### src/rtl/branch_step_sequencer_if.sv
// Handshake/strobe bundle between the branch step sequencer and its datapath.
// master = sequencer side (drives strobes/status), slave = datapath/environment side.
// Carries the start request, IR/CON/memory status inputs and all step strobes.
interface branch_step_sequencer_if #(
  parameter int CNT_W = 16
);
  logic             start;
  logic [31:0]      ir_q;
  logic             con_q;
  logic             mem_ready;

  logic             pc_out;
  logic             mar_in;
  logic             inc_pc;
  logic             z_in;
  logic             zlow_out;
  logic             pc_in;
  logic             mem_read;
  logic             mdr_in;
  logic             mdr_out;
  logic             ir_load;
  logic             gra;
  logic             r_out;
  logic             con_in;
  logic             y_in;
  logic             c_out;
  logic             alu_add;

  logic             busy;
  logic             done;
  logic             illegal_op;
  logic             mem_err;
  logic [CNT_W-1:0] taken_cnt;
  logic [3:0]       step;

  modport master (
    input  start, ir_q, con_q, mem_ready,
    output pc_out, mar_in, inc_pc, z_in, zlow_out, pc_in, mem_read, mdr_in,
           mdr_out, ir_load, gra, r_out, con_in, y_in, c_out, alu_add,
           busy, done, illegal_op, mem_err, taken_cnt, step
  );

  modport slave (
    output start, ir_q, con_q, mem_ready,
    input  pc_out, mar_in, inc_pc, z_in, zlow_out, pc_in, mem_read, mdr_in,
           mdr_out, ir_load, gra, r_out, con_in, y_in, c_out, alu_add,
           busy, done, illegal_op, mem_err, taken_cnt, step
  );
endinterface

### src/rtl/branch_step_sequencer.sv
// Step-control FSM for fetch + conditional branch around the CON FF datapath.
// Latency: start -> done 8 cycles with memory ready; each extra T1 wait adds one.
// Waits in T1 on mem_ready with a bounded timeout; start ignored while busy.
module branch_step_sequencer #(
  parameter logic [4:0] BR_OPCODE   = 5'b10010,
  parameter int         MEM_TIMEOUT = 15,
  parameter int         CNT_W       = 16
) (
  input  logic                         clk,
  input  logic                         reset,
  branch_step_sequencer_if.master      bus
);

  typedef enum logic [3:0] {
    S_IDLE = 4'd0,
    S_T0   = 4'd1,
    S_T1   = 4'd2,
    S_T2   = 4'd3,
    S_T3   = 4'd4,
    S_T4   = 4'd5,
    S_T5   = 4'd6,
    S_T6   = 4'd7,
    S_DONE = 4'd8
  } state_e;

  state_e           state_q, state_d;
  logic [7:0]       tmo_q, tmo_d;
  logic             illegal_q, illegal_d;
  logic             mem_err_q, mem_err_d;
  logic [CNT_W-1:0] cnt_q, cnt_d;

  // Only the opcode field of the IR matters to this sequencer.
  logic unused_ir;
  assign unused_ir = ^bus.ir_q[26:0];

  // Next-state, timeout, sticky-flag and taken-counter computation.
  always_comb begin
    state_d   = state_q;
    tmo_d     = tmo_q;
    illegal_d = illegal_q;
    mem_err_d = mem_err_q;
    cnt_d     = cnt_q;
    case (state_q)
      S_IDLE: begin
        if (bus.start) begin
          state_d   = S_T0;
          illegal_d = 1'b0;
          mem_err_d = 1'b0;
        end
      end
      S_T0: begin
        state_d = S_T1;
        tmo_d   = 8'd0;
      end
      S_T1: begin
        if (bus.mem_ready) begin
          state_d = S_T2;
        end else if (tmo_q == 8'(MEM_TIMEOUT - 1)) begin
          // Final wait cycle exhausted: abandon the instruction without done.
          state_d   = S_IDLE;
          mem_err_d = 1'b1;
          tmo_d     = 8'd0;
        end else begin
          tmo_d = tmo_q + 8'd1;
        end
      end
      S_T2: state_d = S_T3;
      S_T3: begin
        if (bus.ir_q[31:27] != BR_OPCODE) begin
          // PC was already incremented in T0/T1, so just finish.
          illegal_d = 1'b1;
          state_d   = S_DONE;
        end else begin
          state_d = S_T4;
        end
      end
      S_T4: state_d = S_T5;
      S_T5: state_d = S_T6;
      S_T6: begin
        if (bus.con_q && (cnt_q != {CNT_W{1'b1}})) begin
          cnt_d = cnt_q + CNT_W'(1);
        end
        state_d = S_DONE;
      end
      S_DONE:  state_d = S_IDLE;
      default: state_d = S_IDLE;
    endcase
  end

  // State and status registers; reset aborts any instruction in flight.
  always_ff @(posedge clk or posedge reset) begin
    if (reset) begin
      state_q   <= S_IDLE;
      tmo_q     <= 8'd0;
      illegal_q <= 1'b0;
      mem_err_q <= 1'b0;
      cnt_q     <= '0;
    end else begin
      state_q   <= state_d;
      tmo_q     <= tmo_d;
      illegal_q <= illegal_d;
      mem_err_q <= mem_err_d;
      cnt_q     <= cnt_d;
    end
  end

  // Strobe decode of the registered state; only pc_in in T6 looks at an input.
  always_comb begin
    bus.pc_out   = (state_q == S_T0) || (state_q == S_T4);
    bus.mar_in   = (state_q == S_T0);
    bus.inc_pc   = (state_q == S_T0);
    bus.z_in     = (state_q == S_T0) || (state_q == S_T5);
    bus.zlow_out = (state_q == S_T1) || (state_q == S_T6);
    bus.pc_in    = (state_q == S_T1) || ((state_q == S_T6) && bus.con_q);
    bus.mem_read = (state_q == S_T1);
    bus.mdr_in   = (state_q == S_T1);
    bus.mdr_out  = (state_q == S_T2);
    bus.ir_load  = (state_q == S_T2);
    bus.gra      = (state_q == S_T3);
    bus.r_out    = (state_q == S_T3);
    bus.con_in   = (state_q == S_T3);
    bus.y_in     = (state_q == S_T4);
    bus.c_out    = (state_q == S_T5);
    bus.alu_add  = (state_q == S_T5);
    bus.busy     = (state_q != S_IDLE);
    bus.done     = (state_q == S_DONE);
  end

  assign bus.illegal_op = illegal_q;
  assign bus.mem_err    = mem_err_q;
  assign bus.taken_cnt  = cnt_q;
  assign bus.step       = state_q;

endmodule

### src/flat_wrapper.sv
// flat-port wrapper written by rule: the top's interface ports become plain ports
module branch_step_sequencer_flat 
#(
  parameter logic [4:0] BR_OPCODE   = 5'b10010,
  parameter int         MEM_TIMEOUT = 15,
  parameter int         CNT_W       = 16
)
  (clk, reset, bus_start, bus_ir_q, bus_con_q, bus_mem_ready, bus_pc_out, bus_mar_in, bus_inc_pc, bus_z_in, bus_zlow_out, bus_pc_in, bus_mem_read, bus_mdr_in, bus_mdr_out, bus_ir_load, bus_gra, bus_r_out, bus_con_in, bus_y_in, bus_c_out, bus_alu_add, bus_busy, bus_done, bus_illegal_op, bus_mem_err, bus_taken_cnt, bus_step);
  branch_step_sequencer_if #(.CNT_W(CNT_W)) bus_i ();
  input  logic clk;
  input  logic reset;
  input wire logic [$bits(bus_i.start)-1:0] bus_start;
  input wire logic [$bits(bus_i.ir_q)-1:0] bus_ir_q;
  input wire logic [$bits(bus_i.con_q)-1:0] bus_con_q;
  input wire logic [$bits(bus_i.mem_ready)-1:0] bus_mem_ready;
  output wire logic [$bits(bus_i.pc_out)-1:0] bus_pc_out;
  output wire logic [$bits(bus_i.mar_in)-1:0] bus_mar_in;
  output wire logic [$bits(bus_i.inc_pc)-1:0] bus_inc_pc;
  output wire logic [$bits(bus_i.z_in)-1:0] bus_z_in;
  output wire logic [$bits(bus_i.zlow_out)-1:0] bus_zlow_out;
  output wire logic [$bits(bus_i.pc_in)-1:0] bus_pc_in;
  output wire logic [$bits(bus_i.mem_read)-1:0] bus_mem_read;
  output wire logic [$bits(bus_i.mdr_in)-1:0] bus_mdr_in;
  output wire logic [$bits(bus_i.mdr_out)-1:0] bus_mdr_out;
  output wire logic [$bits(bus_i.ir_load)-1:0] bus_ir_load;
  output wire logic [$bits(bus_i.gra)-1:0] bus_gra;
  output wire logic [$bits(bus_i.r_out)-1:0] bus_r_out;
  output wire logic [$bits(bus_i.con_in)-1:0] bus_con_in;
  output wire logic [$bits(bus_i.y_in)-1:0] bus_y_in;
  output wire logic [$bits(bus_i.c_out)-1:0] bus_c_out;
  output wire logic [$bits(bus_i.alu_add)-1:0] bus_alu_add;
  output wire logic [$bits(bus_i.busy)-1:0] bus_busy;
  output wire logic [$bits(bus_i.done)-1:0] bus_done;
  output wire logic [$bits(bus_i.illegal_op)-1:0] bus_illegal_op;
  output wire logic [$bits(bus_i.mem_err)-1:0] bus_mem_err;
  output wire logic [$bits(bus_i.taken_cnt)-1:0] bus_taken_cnt;
  output wire logic [$bits(bus_i.step)-1:0] bus_step;
  assign bus_i.start = bus_start;
  assign bus_i.ir_q = bus_ir_q;
  assign bus_i.con_q = bus_con_q;
  assign bus_i.mem_ready = bus_mem_ready;
  assign bus_pc_out = bus_i.pc_out;
  assign bus_mar_in = bus_i.mar_in;
  assign bus_inc_pc = bus_i.inc_pc;
  assign bus_z_in = bus_i.z_in;
  assign bus_zlow_out = bus_i.zlow_out;
  assign bus_pc_in = bus_i.pc_in;
  assign bus_mem_read = bus_i.mem_read;
  assign bus_mdr_in = bus_i.mdr_in;
  assign bus_mdr_out = bus_i.mdr_out;
  assign bus_ir_load = bus_i.ir_load;
  assign bus_gra = bus_i.gra;
  assign bus_r_out = bus_i.r_out;
  assign bus_con_in = bus_i.con_in;
  assign bus_y_in = bus_i.y_in;
  assign bus_c_out = bus_i.c_out;
  assign bus_alu_add = bus_i.alu_add;
  assign bus_busy = bus_i.busy;
  assign bus_done = bus_i.done;
  assign bus_illegal_op = bus_i.illegal_op;
  assign bus_mem_err = bus_i.mem_err;
  assign bus_taken_cnt = bus_i.taken_cnt;
  assign bus_step = bus_i.step;
  branch_step_sequencer #(.BR_OPCODE(BR_OPCODE), .MEM_TIMEOUT(MEM_TIMEOUT), .CNT_W(CNT_W)) u_core (.clk(clk), .reset(reset), .bus(bus_i));
endmodule
### config.mk
export PLATFORM = sky130hd
export DESIGN_NAME = branch_step_sequencer_flat
export DESIGN_NICKNAME = d
export VERILOG_FILES = /design/src/rtl/branch_step_sequencer_if.sv /design/src/rtl/branch_step_sequencer.sv /design/src/flat_wrapper.sv
export SDC_FILE = /design/constraint.sdc
export NUM_CORES = 1
export LEC_CHECK = 0
export CORE_MARGIN = 8
export CORE_UTILIZATION = 38
export CTS_CLUSTER_DIAMETER = 80
export DETAILED_ROUTE_END_ITERATION = 12
export HOLD_SLACK_MARGIN = 0.12
export PLACE_DENSITY = 0.72
export SLEW_MARGIN = 30
export SYNTH_ARGS = -nofsm -noshare
export SYNTH_HDL_FRONTEND = slang
export SYNTH_SLANG_ARGS = --single-unit
### constraint.sdc
create_clock -name clk -period 1.8 [get_ports clk]
set_input_delay 0.18 -clock clk [delete_from_list [all_inputs] [get_ports clk]]
set_output_delay 0.18 -clock clk [all_outputs]
set_load 0.05 [all_outputs]
# Word level (Yosys, flattened, before mapping)
# Index checks and enable logic that the tools add are counted.
[totals]
ram_bits = 0
latchBits = 0
rom_bits = 0
n_memories = 0
inputBits = 37
ff_bits = 30
output_inout_bits = 40
[op_classes]
reduce_logical = 16
n_mux = 14
order_cmp = 0
n_shift = 0
multipliers = 0
div = 0
addsub = 2
bitwise_logic = 0
n_eq_ne = 16
[op_table]
columns = ["operator", "n"]
rows = [
  ["one-hot mux 4 bit (8 select lines)", 1],
  ["adder 16 x 1 -> 16 bit, second input constant", 1],
  ["equality test 4 x 3 -> 1 bit, second input constant", 4],
  ["two-way mux 4 bit", 4],
  ["two-way mux 8 bit", 2],
  ["inequality test 16 bit, second input constant", 1],
  ["one-hot mux 8 bit (2 select lines)", 1],
  ["adder 8 x 1 -> 8 bit, second input constant", 1],
  ["equality test 4 x 2 -> 1 bit, second input constant", 2],
  ["equality test 8 x 4 -> 1 bit, second input constant", 1],
  ["AND reduction 2 bit", 3],
  ["nonzero test 2 bit", 3],
  ["inequality test 5 bit, second input constant", 1],
  ["equality test 4 x 1 -> 1 bit, second input constant", 1],
  ["equality test 4 bit, second input constant", 1],
  ["logical NOT 4 bit", 1],
  ["logical OR 1 bit", 4],
  ["two-way mux 1 bit", 4],
  ["inequality test 2 x 1 -> 1 bit, second input constant", 2],
  ["inequality test 2 bit, second input constant", 2],
  ["one-hot mux 1 bit (2 select lines)", 2],
  ["AND reduction 4 bit", 1],
  ["nonzero test 4 bit", 1],
  ["inequality test 3 x 2 -> 1 bit, second input constant", 1],
  ["other kinds (2)", 3],
]

# Longest topological paths before layout
# Gate-level depths: netlist of run 1.
[depth]
depth_word = 4
ltp_mapped = 6
mapped_depth_nobuf = 6

# Least setup slack after synthesis of run 1
# Ideal clock, no wire load.
[synth_path]
path_kind = "register -> register"
start = "register u_core.state_q[1] (netlist: u_core.bus.step[1])"
end = "register u_core.mem_err_q (netlist: u_core.bus.mem_err)"
path_stages_with_launch = 6
required_time_ps = 1681
period_less_slack_ps = 3337
slack_ps = -1537
arrival_ps = 3218
cell_sequence = "dfrtp_1 > buf_2 > nor4b_1 > o31a_1 > nor4_1 > o21a_1"
[synth_via]
elab_chain_len = 3
word_cells_on_any_way = 8
cone_classes = "eq/ne: 4; mux: 1; reduce/logical: 3"
[synth_rtl]
columns = ["element", "line_no", "rtl"]
rows = [
  ["start, declared", "branch_step_sequencer.sv:26", "state_e state_q, state_d;"],
  ["start signal, assigned", "branch_step_sequencer.sv:99", "state_q <= state_d;"],
  ["equality test 4 x 2 -> 1 bit *", "n/a", ""],
  ["net bus_mdr_in", "flat_wrapper.sv:23", "output wire logic [$bits(bus_i.mdr_in)-1:0] bus_mdr_in;"],
  ["inequality test 2 x 1 -> 1 bit (no line), or another cell as far along", "n/a", ""],
  ["AND reduction 4 bit (no line)", "n/a", ""],
  ["end signal, assigned", "branch_step_sequencer.sv:102", "mem_err_q <= mem_err_d;"],
  ["end, declared", "branch_step_sequencer.sv:29", "logic mem_err_q, mem_err_d;"],
]
# Mark *: on every way through the listed nets, which the timed path passes. The rest lies on a longest branch.
# A chain may end at the register's enable or synchronous reset.

# Worst setup path after layout of run 1
[layout_path]
start = "register u_core.tmo_q[0]"
end = "register u_core.mem_err_q (netlist: u_core.bus.mem_err)"
[layout_via]
elab_chain_len = 3
[layout_rtl]
columns = ["element", "line_no", "rtl"]
rows = [
  ["start, declared", "branch_step_sequencer.sv:27", "logic [7:0] tmo_q, tmo_d;"],
  ["start signal, assigned", "branch_step_sequencer.sv:100", "tmo_q <= tmo_d;"],
  ["equality test 8 x 4 -> 1 bit", "branch_step_sequencer.sv:58", "end else if (tmo_q == 8'(MEM_TIMEOUT - 1)) begin"],
  ["inequality test 2 x 1 -> 1 bit (no line)", "n/a", ""],
  ["AND reduction 4 bit (no line)", "n/a", ""],
]
# No other way between the ends.

==> impl_metrics.yaml, run 1 <==
final_layout:
  multi_input_area_um2: 1050
  num-fill-cells: 360
  instances_no_fill: 305
  diodes: 0
  area_delta_synth_final_pct: 58.8
  nNetsFinal: 292
  seq_area_um2: 762
  drive_above_1_share: 0.348
  fin_util: 0.633
floorplan:
  fp-row-count: 24
  core_um2: 4410
  design.die.area_um2: 7070
  num_io_pins: 77
  start_util: 0.399
  die_y_um: 84.1
  fp.dieW_um: 84.1
synth:
  seq_area_frac_synth: 0.426
  syn_nets: 225
  yosysTopAreaCellShare: 0.426
  synth.avg_cell_area_um2: 9.52
  synth_area_leaders: "dfrtp_1 (43%), xor2_1 (7.5%), nor2_1 (4.3%)"
  synth_top_cell_by_area: "dfrtp_1"
  synth_edf_count: 0
  ys.warnings.count: 0
  synthesis.area_um2: 1760
  yosys.cell_types.count: 46
  synthTopCellsByCount: "dfrtp_1 (30), nor2_1 (20), xor2_1 (15)"
  yosysMostFrequentCell: "dfrtp_1"
  synthArstFlopShare: 1.00
  synth_top_flop_cell: "dfrtp_1"
  netlist_instances: 185
  ys_ff_latch: 30
cts:
  clock_sinks: 30
  cts-buffers-inserted: 5
  cts_tree: "done"
  htreeDepth: 2
  cts_hold_buf: 0
  cts_buffer_depth: 2
  cts_root_buf: "clkbuf_8"
  clk_latency_ns: 0.28
  clk_pin_slew_ns: 0.06
drt:
  drcViolationCount: 0
  ant_nets: 0
  vias_per_cell: 5.34
  drt-initial-drc-count: 67
  vias: 1628
  dr.pass1.iters: 4
  wl_per_cell_um: 15.5
  wl_mm: 4.74
worst_setup_path:
  critPathCaptureType: "flop"
  cpPeakStageDelay_ns: 0.46
  ff2ff_setup_slack_ns: 0.05
  crit_chain: "inv_1 -> ha_1 -> or4b_4 -> o31a_1 -> nor4_1 -> o21a_1"
  slowest_stage: "or4b_4"
  worstRegToRegCells: 6
  criticalPathCategory: "flop to flop"
  critPathLaunchType: "flop"
  crit_arrival_ns: 1.96
  critPathMaxFanout: 3
  crit_required_ns: 2.01
sta:
  slew_viol_final: 0
  setup_viol: 0
  hold_ws_ns: 0.278
  setup_ws_ns: 0.0503
  worst_pin_slew_ns: 0.509
  skew_ns: 0.00624
  min_period_ns: 1.75
  finalHoldViolCount: 0
  period_share: 0.972
  fmax_ghz: 0.572
  rsz0062_at_grt: "yes"
  relSlewSlack: 0.660
place:
  io_buffers: 49
  gp_congestion: 0.882
  dp_hpwl_mm: 3.41
  dp_cells: 289
  post-place-ws_ns: -0.0146
global_route:
  grt_usage: 0.132
  grt_antenna_before_repair: 0
  grt_max_degree: 31
  grt_pass1_wl_mm: 7.82
  grt_pass1_vias: 1633
  grt_remaining_overflow: 0
run:
  cap_violations: 0
power:
  leakagePower_uw: 0.00125
  ir_worst_vdd_mv: 1.24
  powerDensity_nw_per_um2: 1650
worst_hold_path:
  hold_class: "input port to async pin"
outcome:
  status: "complete, no violations"
flip-flops by register name (all words and copies together) (netlist names):
signal	cells
u_core.bus.taken_cnt	16
u_core.tmo_q	8
u_core.bus.step	4
u_core.bus.illegal_op	1
u_core.bus.mem_err	1
power by group:
part           total, uW  switching [uW]  internal (uW)  leakage (uW)
sequential           907             124            783      0.000392
combinational       3190            1810           1380      0.000816
clock                515             241            274     0.0000395
total               4610            2180           2430       0.00125
stage by stage:
| stage | total power [uW] | TNS, ns | cell area, um^2 |
|---|---|---|---|
| after detailed placement | 3930 | -0.0146 | 2620 |
| after global routing | 4860 | -0.368 | 2800 |
| final | 4610 | 0 | 2800 |
| after floorplan | 2820 | -0.871 | 1920 |
| after global placement | 3910 | 0 | 2620 |
| after CTS | 4490 | 0 | 2710 |
critical path, delay by kind of cell, from the launching register on:
family	cells	cell delay, ns
DFF	1	0.39
buffers and inverters	1	0.06
and+or+nand+nor	2	0.67
AOI/OAI and AO/OA	2	0.42
adders and majority gates	1	0.15
layout make-up:
cell class                 count  area share
multi-input combinational    137       0.376
timing repair buffer          72       0.291
sequential                    30       0.273
clock buffer                   8      0.0286
tap                           52      0.0233
inverter                       6     0.00806
placed cells by master (no fill, tap or decap), types with 4 or more instances in the layout:
master / netlist / routed
buf_4: 6 / 32
clkdlybuf4s50_1: 0 / 21
dfrtp_1: 30 / 21
buf_12: 0 / 17
nor2_1: 20 / 15
xor2_1: 15 / 15
nand2_1: 12 / 12
dfrtp_2: 0 / 9
nand3_1: 7 / 6
inv_1: 6 / 6
a21oi_1: 6 / 6
and3_1: 5 / 5
nand4_1: 5 / 5
clkbuf_8: 0 / 5
and2_1: 4 / 4
logic make-up (layout without fill, tap and decap cells):
logic type | after synthesis | in the layout | share of synthesized area
AO/OA/AOI/OAI | 29 | 29 | 0.107
XOR/XNOR | 17 | 17 | 0.0846
adder cells (fa/ha/maj) | 3 | 3 | 0.0213
AND/OR/NAND/NOR | 84 | 84 | 0.285
multiplexers | 4 | 4 | 0.0235
flip-flops | 30 | 30 | 0.426
buffers and inverters | 18 | 86 | 0.0526
final timing paths:
| check | startpoint | endpoint |
|---|---|---|
| worst max-delay path | u_core.tmo_q[0] | u_core.bus.mem_err |
| worst min-delay path | reset | u_core.bus.taken_cnt[6] |
| worst max register to register | u_core.tmo_q[0] | u_core.bus.mem_err |
| worst min register to register | u_core.bus.mem_err | u_core.bus.mem_err |
| max in group asynchronous | reset | u_core.bus.step[2] |
| min in group clk | u_core.bus.mem_err | u_core.bus.mem_err |
metal layers:
layer | vias up | GRT usage | share of wire | wire (um)
met1 | 784 | 0.150 | 0.42 | 1970
li1 | 797 | - | - | -
met4 | 0 | 0.0235 | 0.011 | 50
met3 | 5 | 0.0518 | 0.067 | 315
met2 | 42 | 0.227 | 0.51 | 2400
met5 | - | 0 | 0 | 0
repair_timing:
action                     CTS  global route
resized for setup            1             6
setup endpoints to repair    7            17
buffers inserted             1             7
pin swaps                    1             1
No activity file was read; power rests on OpenSTA's default activity.
==> inputs of run 2 (changes only) <==
SLEW_MARGIN = default   (was 30)
==> results of run 2 <==
The final DEF is identical to that of run 1; final timing and power are the same.
==> inputs of run 3 (changes only) <==
CORE_UTILIZATION = 50   (was 38)
DONT_BUFFER_PORTS = 1   (was default)
PLACE_DENSITY = 0.64   (was 0.72)
==> run 3 against run 2 <==
Net effect: sequential power is 6.7% higher; clock skew up 0.0012 ns; register-to-register slack worse by 0.04 ns; first-iteration DRC count up 27%; worst hold slack got worse by 0.14 ns; critical path type is now flop to output pin; largest cell class unchanged; non-clock buffer count is 20 lower; sequential cell count is the same; clock power down 14%; utilization rose by 11 points; routed wire length fell by 1.9%; via count about the same.
==> impl_metrics.yaml, run 3 (same netlist as run 1, synthesis figures left out) <==
sta:
  setup_viol: 0
  fmax_ghz: 0.559
  setup_tns_ns: 0
  slew_viol_final: 0
  rsz0062_at_grt: "yes"
  setup_ws_ns: 0.0107
  worst_pin_slew_ns: 0.486
  skew_ns: 0.00739
  finalHoldViolCount: 0
  min_period_ns: 1.79
  relSlewSlack: 0.667
  period_share: 0.994
global_route:
  grt_pass1_wl_mm: 7.62
  grt_remaining_overflow: 0
  grt_usage: 0.173
  grt_pass1_vias: 1677
  grt_antenna_before_repair: 0
  grt_max_degree: 31
place:
  dp_hpwl_mm: 3.43
  gp_congestion: 0.839
  dp_cells: 261
  io_buffers: 0
  post-place-ws_ns: 0.0624
run:
  cap_violations: 0
drt:
  vias: 1627
  ant_nets: 0
  drt-initial-drc-count: 85
  drcViolationCount: 0
  vias_per_cell: 5.83
  wl_mm: 4.65
  wl_per_cell_um: 16.6
  dr.pass1.iters: 4
worst_setup_path:
  crit_chain: "buf_6 -> or2_4 -> o22ai_4"
  criticalPathCategory: "flop to output pin"
  critPathLaunchType: "flop"
  crit_required_ns: 1.62
  ff2ff_setup_slack_ns: 0.01
  critPathMaxFanout: 8
  crit_arrival_ns: 1.61
  slowest_stage: "dfrtp_2"
  cpPeakStageDelay_ns: 0.44
  critPathCaptureType: "output pin"
floorplan:
  start_util: 0.523
  fp-row-count: 21
  design.die.area_um2: 5680
  num_io_pins: 77
  fp.dieW_um: 75.3
  core_um2: 3360
  die_y_um: 75.3
power:
  power.total_uw: 4060
  leakagePower_uw: 0.00115
  ir_worst_vdd_mv: 1.36
  powerDensity_nw_per_um2: 1630
cts:
  clk_pin_slew_ns: 0.10
  cts_root_buf: "clkbuf_4"
  htreeDepth: 2
  clock_sinks: 30
  cts-buffers-inserted: 5
  cts_buffer_depth: 2
  clk_latency_ns: 0.34
  cts_tree: "done"
final_layout:
  drive_above_1_share: 0.386
  largest_register_ff_count: 16
  final_cell_mix: "buf_4 (37), dfrtp_1 (21), xor2_1 (15)"
  nNetsFinal: 272
  instances_no_fill: 279
  diodes: 0
  final_common_cell: "buf_4"
  area_delta_synth_final_pct: 41.1
worst_hold_path:
  hold_class: "input port to flop"
outcome:
  status: "complete, no violations"
run 3: changes by cell type in the layout (fill, tap and decap cells not counted), moves of 2 or more:
cell,delta
buf_4,+5
clkbuf_8,-4
dlygate4sd3_1,+5
nor2_2,+2
buf_12,-10
clkbuf_4,+5
nor2_1,-2
clkdlybuf4s50_1,-21
clkbuf_1,-2
run 3: per-stage QoR:
stage	utilization	hold WS, ns	area, um^2
global placement	0.668	0.169	2250
global route	0.738	0.124	2480
detailed placement	0.668	0.176	2250
finish	0.738	0.136	2480
floorplan	-	0.270	1920
CTS	0.723	0.129	2430
run 3: repair_timing:
item                                    4_1_cts  5_1_grt
endpoints found under the hold margin        34        1
endpoints found under the setup margin       13       19
hold buffers                                  4        1
resized for setup                             5        9
pin swaps                                     2        3
buffers inserted                              5        0
run 3: area by class of cell:
cell class / count / area, um^2
tap: 46 / 57.6
sequential: 30 / 762
inverter: 6 / 22.5
clock buffer: 7 / 55.1
timing repair buffer: 52 / 502
clock inverter: 1 / 5.00
multi-input combinational: 137 / 1080
fill: 259 / 880
run 3: layer usage:
layer  wire, um  global-route usage  vias up  part of all wire
li1           -                   -      760                 -
met1       1800               0.183      806              0.39
met2       2380               0.300       52              0.51
met3        364              0.0618        9             0.078
met4        101              0.0832        0             0.022
met5          0                   0        -                 0
run 3: worst paths after layout:
path	startpoint	to	cells after the start
max	u_core.bus.step[2]	bus_z_in	3
min	bus_mem_ready	u_core.bus.step[0]	2
max reg2reg	u_core.tmo_q[0]	u_core.tmo_q[7]	7
min reg2reg	u_core.bus.taken_cnt[4]	u_core.bus.taken_cnt[4]	1
max in group asynchronous	reset	u_core.bus.taken_cnt[1]	3
min in group asynchronous	reset	u_core.tmo_q[0]	3
run 3: power breakdown:
part | switching [uW] | internal (uW) | total [uW] | leakage (uW)
logic | 1670 | 972 | 2640 | 0.000725
clock network | 253 | 189 | 443 | 0.0000353
registers | 189 | 779 | 968 | 0.000392
run 3: worst max-delay path: cells and delay by family (launching register included):
family	cells	cell delay, ns
compound gates	1	0.37
buf+inv	1	0.15
flops	1	0.44
simple gates	1	0.31
